**config.mk**
```make
export PLATFORM = sky130hd
export DESIGN_NAME = turf_generic_sched
export DESIGN_NICKNAME = d
export VERILOG_FILES = /design/src/rtl/turf_generic_pkg.sv /design/src/rtl/turf_rr_select.sv /design/src/rtl/turf_generic_sched.sv
export SDC_FILE = /design/constraint.sdc
export NUM_CORES = 1
export LEC_CHECK = 0
export BUFFER_PORTS_ARGS = -buffer_cell sky130_fd_sc_hd__buf_2
export CAP_MARGIN = 20
export CORE_AREA = 2 2 156 158
export CTS_BUF_LIST = sky130_fd_sc_hd__clkbuf_8
export DETAILED_ROUTE_END_ITERATION = 8
export DIE_AREA = 0 0 158 160
export SYNTH_ARGS = -nofsm -noshare
export SYNTH_HDL_FRONTEND = slang
export SYNTH_SLANG_ARGS = --single-unit
```
**constraint.sdc**
```tcl
create_clock -name clk -period 5.98 [get_ports clk]
set_clock_uncertainty 0.15 [all_clocks]
set_input_delay 0.299 -clock clk [delete_from_list [all_inputs] [get_ports clk]]
set_output_delay 0.299 -clock clk [all_outputs]
set_load 0.05 [all_outputs]
```
**src/rtl/turf_generic_pkg.sv**
```systemverilog
// Shared types and constants for the TURF generic register scheduler.
// Imported by the selector and the scheduler top.
package turf_generic_pkg;

    typedef enum logic [1:0] {
        IDLE = 2'd0,
        BUSY = 2'd1,
        ACK  = 2'd2
    } sched_state_t;

    localparam int TURF_ADDR_W = 28;
    localparam int TURF_DATA_W = 32;

    localparam logic [TURF_DATA_W-1:0] ERR_DATA = 32'hBAADF00D;

endpackage

```
**src/rtl/turf_rr_select.sv**
```systemverilog
// Circular priority encoder: first set request searching upward
// from (last_i+1) mod NPORTS.
module turf_rr_select
    import turf_generic_pkg::*;
#(
    parameter  int NPORTS = 4,
    localparam int IW     = $clog2(NPORTS)
) (
    input  logic [NPORTS-1:0] req_i,
    input  logic [IW-1:0]     last_i,
    output logic [NPORTS-1:0] gnt_o,
    output logic [IW-1:0]     idx_o,
    output logic              valid_o
);

    int          p;
    logic [IW-1:0] pi;

    // Walk the ports in rotated order and keep the first hit.
    always_comb begin
        gnt_o   = '0;
        idx_o   = '0;
        valid_o = 1'b0;
        p       = 0;
        pi      = '0;
        for (int i = 1; i <= NPORTS; i++) begin
            p  = (int'(last_i) + i) % NPORTS;
            pi = IW'(p);
            if (!valid_o && req_i[pi]) begin
                valid_o   = 1'b1;
                idx_o     = pi;
                gnt_o[pi] = 1'b1;
            end
        end
    end

endmodule

```
**src/rtl/turf_generic_sched.sv**
```systemverilog
// N-port round-robin scheduler onto one TURF generic master port,
// with a per-transaction watchdog that aborts stalled accesses.
module turf_generic_sched
    import turf_generic_pkg::*;
#(
    parameter  int NPORTS  = 4,
    parameter  int ADDR_W  = TURF_ADDR_W,
    parameter  int DATA_W  = TURF_DATA_W,
    parameter  int TIMEOUT = 255,
    localparam int GW      = $clog2(NPORTS),
    localparam int WW      = $clog2(TIMEOUT + 1)
) (
    input  logic                     clk,
    input  logic                     rst,
    input  logic [NPORTS-1:0]        s_en_i,
    input  logic [NPORTS-1:0]        s_wr_i,
    input  logic [NPORTS*ADDR_W-1:0] s_adr_i,
    input  logic [NPORTS*DATA_W-1:0] s_dat_i,
    output logic [NPORTS-1:0]        s_ack_o,
    output logic [NPORTS-1:0]        s_err_o,
    output logic [DATA_W-1:0]        s_dat_o,
    output logic                     m_en_o,
    output logic                     m_wr_o,
    output logic [ADDR_W-1:0]        m_adr_o,
    output logic [DATA_W-1:0]        m_dat_o,
    input  logic                     m_ack_i,
    input  logic [DATA_W-1:0]        m_dat_i,
    output logic [GW-1:0]            grant_o,
    output logic                     busy_o,
    output logic [7:0]               tmo_count_o
);

    sched_state_t        state_q, state_d;
    logic [GW-1:0]       last_q, last_d;
    logic [GW-1:0]       grant_q, grant_d;
    logic                m_en_q, m_en_d;
    logic                m_wr_q, m_wr_d;
    logic [ADDR_W-1:0]   m_adr_q, m_adr_d;
    logic [DATA_W-1:0]   m_dat_q, m_dat_d;
    logic [NPORTS-1:0]   s_ack_q, s_ack_d;
    logic [NPORTS-1:0]   s_err_q, s_err_d;
    logic [DATA_W-1:0]   s_dat_q, s_dat_d;
    logic                busy_q, busy_d;
    logic [7:0]          tmo_q, tmo_d;
    logic [WW-1:0]       wd_q, wd_d;

    logic [NPORTS-1:0]   sel_oh;
    logic [GW-1:0]       sel_idx;
    logic                sel_valid;
    logic                sel_wr;
    logic [ADDR_W-1:0]   sel_adr;
    logic [DATA_W-1:0]   sel_dat;

    turf_rr_select #(
        .NPORTS (NPORTS)
    ) u_sel (
        .req_i   (s_en_i),
        .last_i  (last_q),
        .gnt_o   (sel_oh),
        .idx_o   (sel_idx),
        .valid_o (sel_valid)
    );

    // AND-OR mux of the winning port's request fields.
    always_comb begin
        sel_wr  = 1'b0;
        sel_adr = '0;
        sel_dat = '0;
        for (int p = 0; p < NPORTS; p++) begin
            if (sel_oh[p]) begin
                sel_wr  = sel_wr  | s_wr_i[p];
                sel_adr = sel_adr | s_adr_i[p*ADDR_W +: ADDR_W];
                sel_dat = sel_dat | s_dat_i[p*DATA_W +: DATA_W];
            end
        end
    end

    // Next-state and registered-output logic; ack beats timeout in BUSY.
    always_comb begin
        state_d = state_q;
        last_d  = last_q;
        grant_d = grant_q;
        m_en_d  = m_en_q;
        m_wr_d  = m_wr_q;
        m_adr_d = m_adr_q;
        m_dat_d = m_dat_q;
        s_ack_d = '0;
        s_err_d = '0;
        s_dat_d = s_dat_q;
        busy_d  = busy_q;
        tmo_d   = tmo_q;
        wd_d    = wd_q;
        unique case (state_q)
            IDLE: begin
                if (sel_valid) begin
                    state_d = BUSY;
                    m_en_d  = 1'b1;
                    m_wr_d  = sel_wr;
                    m_adr_d = sel_adr;
                    m_dat_d = sel_dat;
                    grant_d = sel_idx;
                    last_d  = sel_idx;
                    busy_d  = 1'b1;
                    wd_d    = WW'(1);
                end
            end
            BUSY: begin
                if (m_ack_i) begin
                    state_d          = ACK;
                    m_en_d           = 1'b0;
                    s_dat_d          = m_dat_i;
                    s_ack_d[grant_q] = 1'b1;
                end else if (wd_q == WW'(TIMEOUT)) begin
                    state_d          = ACK;
                    m_en_d           = 1'b0;
                    s_dat_d          = DATA_W'(ERR_DATA);
                    s_ack_d[grant_q] = 1'b1;
                    s_err_d[grant_q] = 1'b1;
                    if (tmo_q != 8'hFF) begin
                        tmo_d = tmo_q + 8'd1;
                    end
                end else begin
                    wd_d = wd_q + WW'(1);
                end
            end
            ACK: begin
                state_d = IDLE;
                busy_d  = 1'b0;
            end
            default: begin
                state_d = IDLE;
            end
        endcase
    end

    // State and output registers; last_q resets so port 0 wins first.
    always_ff @(posedge clk or posedge rst) begin
        if (rst) begin
            state_q <= IDLE;
            last_q  <= GW'(NPORTS - 1);
            grant_q <= '0;
            m_en_q  <= 1'b0;
            m_wr_q  <= 1'b0;
            m_adr_q <= '0;
            m_dat_q <= '0;
            s_ack_q <= '0;
            s_err_q <= '0;
            s_dat_q <= '0;
            busy_q  <= 1'b0;
            tmo_q   <= '0;
            wd_q    <= '0;
        end else begin
            state_q <= state_d;
            last_q  <= last_d;
            grant_q <= grant_d;
            m_en_q  <= m_en_d;
            m_wr_q  <= m_wr_d;
            m_adr_q <= m_adr_d;
            m_dat_q <= m_dat_d;
            s_ack_q <= s_ack_d;
            s_err_q <= s_err_d;
            s_dat_q <= s_dat_d;
            busy_q  <= busy_d;
            tmo_q   <= tmo_d;
            wd_q    <= wd_d;
        end
    end

    assign s_ack_o     = s_ack_q;
    assign s_err_o     = s_err_q;
    assign s_dat_o     = s_dat_q;
    assign m_en_o      = m_en_q;
    assign m_wr_o      = m_wr_q;
    assign m_adr_o     = m_adr_q;
    assign m_dat_o     = m_dat_q;
    assign grant_o     = grant_q;
    assign busy_o      = busy_q;
    assign tmo_count_o = tmo_q;

endmodule

```
==> metrics <==
CTS root buf clkbuf_8; Worst Path Arrival 4880 ps; status finished clean; Die Span Y 160 um; setup TNS 0 ps; DRC viols 0; Post-Synthesis Cells 782; CP peak stage delay 890 ps; vias 9,449; postcts setup bufs 0; Final HPWL DP 19,800 um; clk buf depth 2; largest net degree at the start of global routing 72; Tot GR Track Use 0.254; share of layout cells above drive strength 1 0.366; Tot Pwr 7.26 mW; Core Area 0.0238 sq mm; routed len/inst 20.8 um; CTS Buf Count 17; area of the die 0.0253 sq mm; number of I/O port buffers 395; post-synth cell types 53; PD cells 617 mW/mm^2; fin util 0.494; final net count 1,561; Syn Nets 1,075; hold depth 3; post-CTS sizing 0; Avg Inst Size Synth 9.94 sq um; HP Start m_ack_i; final period utilization 0.776; drt first pass iters 5; # IOs 396; Synth Cell Area 0.00777 sq mm; Seq cells post-synth 125; Slew Viols, Final 0; vias in the first global route 9,831; antenna violations before repair 4; row count 57; worst path cell trace inv_1 > ha_1 > mux4_2 > nor2b_1 > a22o_2 > buf_4 > o31ai_1 > a41oi_1 > dlygate4sd3_1; Reg2Reg Depth 9; Seq/Total Area, Yosys 0.403; fin crit period 4640 ps; CTS tree done; First DRT Iteration DRCs 877; Crit Path Max Fanout 42; VDD IR max 311 uV; unrepaired setup endpoints after global routing no; max cap viols 0; area grow syn2layout 51.4%; FFs w/ async S/R, synth 1.00; Post-DRT Antenna Nets 0; number of setup violations in the final report 0; CP Class flip-flop to flip-flop; Worst setup SP type flip-flop; Die Wd 158 um; clock transition at the registers of the reported paths 90 ps; first-pass GRT wire length 50,700 um; reg2reg end m_dat_o[24]; via/cell ratio 5.87; worst hold path type input port to flip-flop; static leakage 5.48 nW; final WL 33,400 um; Initial Util 0.326; Crit. End Element flip-flop; gpl congestion 0.814; Reg2Reg Setup Slack 1340 ps; Worst slew margin 0.236; clock sinks 125; synthesis warning total 0; Post-synth EDFFs 0; CP bufs+invs 3; Min-Delay Endpoint s_ack_o[2]; Final Hold Viols 0; Synth Flop Type dfrtp_1; Worst Path Required 6220 ps; grt total ovfl 0; Top Family by Delay on Critical Path compound AO/OA/AOI/OAI gates; worst-margin pin slew 1150 ps; f_max 215 MHz; CP max-delay cell a22o_2; H-tree Lvls 4; Reg-to-Reg Start last_q[0]; clk_lat worst skew 440 ps
==> placed cells by master, fill, tap and decap left out, types with 6 or more instances in the layout <==
cell / synthesis / final
a22o_1: 19 / 16
o22a_1: 17 / 17
o21ai_0: 8 / 8
a41oi_1: 61 / 61
buf_4: 0 / 21
clkbuf_8: 0 / 17
dfrtp_1: 123 / 123
nand2_1: 21 / 21
o32ai_1: 61 / 61
xor2_1: 6 / 6
nor2_1: 83 / 83
o31ai_1: 183 / 183
dlygate4sd3_1: 0 / 155
ha_1: 10 / 10
inv_1: 10 / 9
buf_2: 57 / 395
==> where the power goes <==
| group | internal (mW) | switching, mW | total, mW |
|---|---|---|---|
| Clock | 0.471 | 0.414 | 0.885 |
| Sequential | 1.23 | 0.235 | 1.47 |
| Combinational | 1.81 | 3.09 | 4.91 |
==> final cells by class <==
cell class	count	area (sq um)
Sequential cell	125	3130
Inverter	11	43.8
Timing Repair Buffer	571	3690
Tap cell	324	405
Clock buffer	17	234
Fill cell	2318	12000
Antenna cell	4	10.0
Multi-Input combinational cell	542	4040
Clock inverter	15	224
==> worst reg2reg max path, stage by stage, from the launching register on <==
cell and delay (ps):
dfstp_2 740, inv_1 200, ha_1 510, mux4_2 430
nor2b_1 220, a22o_2 890, buf_4 440, o31ai_1 140
a41oi_1 290, dlygate4sd3_1 580
==> cell families (layout without fill, tap and decap cells) <==
| family | after synthesis | count (layout) | share of synthesized area |
|---|---|---|---|
| AO/OA/AOI/OAI | 377 | 377 | 0.392 |
| XOR/XNOR | 11 | 11 | 0.0124 |
| adder cells (fa/ha/maj) | 10 | 10 | 0.0161 |
| buffers and inverters | 115 | 614 | 0.0811 |
| flip-flops | 125 | 125 | 0.403 |
| multiplexers | 3 | 3 | 0.00724 |
| other | 0 | 4 | 0 |
| AND/OR/NAND/NOR | 141 | 141 | 0.0880 |
==> flip-flops by register name, summed over array words and instances (netlist names) <==
register     cells
busy_o           1
grant_o          2
last_q           2
m_adr_o         28
m_dat_o         32
m_en_o           1
m_wr_o           1
s_ack_o          4
s_dat_o         32
s_err_o          4
state_q          2
tmo_count_o      8
wd_q             8
==> synth_stat cells (all sizes together), types with 5 or more instances <==
| master | n | area share |
|---|---|---|
| inv | 10 | 0.0048 |
| dfrtp | 123 | 0.40 |
| o32ai | 61 | 0.069 |
| a21boi | 6 | 0.011 |
| nor3 | 6 | 0.0039 |
| nand2 | 21 | 0.010 |
| o31ai | 183 | 0.18 |
| o21ai | 11 | 0.0076 |
| clkbuf | 29 | 0.014 |
| buf | 75 | 0.062 |
| o211ai | 5 | 0.0048 |
| xnor2 | 5 | 0.0056 |
| ha | 10 | 0.016 |
| nor2 | 83 | 0.040 |
| o22a | 17 | 0.019 |
| xor2 | 6 | 0.0068 |
| a22o | 19 | 0.021 |
| a41oi | 61 | 0.069 |
==> layer usage <==
| metal | global-route usage | up-vias | share of wire |
|---|---|---|---|
| met2 | 0.424 | 655 | 0.47 |
| met4 | 0.123 | 0 | 0.038 |
| met5 | 0 | - | 0 |
| li1 | - | 4171 | - |
| met3 | 0.0654 | 114 | 0.094 |
| met1 | 0.303 | 4509 | 0.39 |
==> worst max path at each step <==
stage                         start     endpoint  slack [ps]  depth (start not counted)
after floorplan                 rst       busy_o        2210                          1
after global placement    last_q[0]       m_wr_o        2130                          8
after detailed placement  last_q[0]       m_wr_o        1980                          8
after CTS                 last_q[0]   m_dat_o[3]        1450                          9
after global routing      last_q[0]   m_dat_o[7]        1070                          9
final                     last_q[0]  m_dat_o[24]        1340                          9
==> through the flow <==
| step | worst slack (ps) | hold WS [ps] | cell area, sq um | instances |
|---|---|---|---|---|
| 5_1_grt | 1070 | 60.0 | 11800 | 1609 |
| 3_3_place_gp | 2130 | 312 | 9750 | 1418 |
| 6_report | 1340 | 53.6 | 11800 | 1609 |
| 2_1_floorplan | 2210 | 289 | 7770 | 782 |
| 3_5_place_dp | 1980 | 321 | 9750 | 1418 |
| 4_1_cts | 1450 | 17.4 | 11800 | 1605 |
==> timing repair <==
item,CTS,global route
hold buffers,155,0
hold endpoints to repair,160,0
endpoints found under the setup margin,0,0
Note: power is estimated with default switching activity, not from simulation.
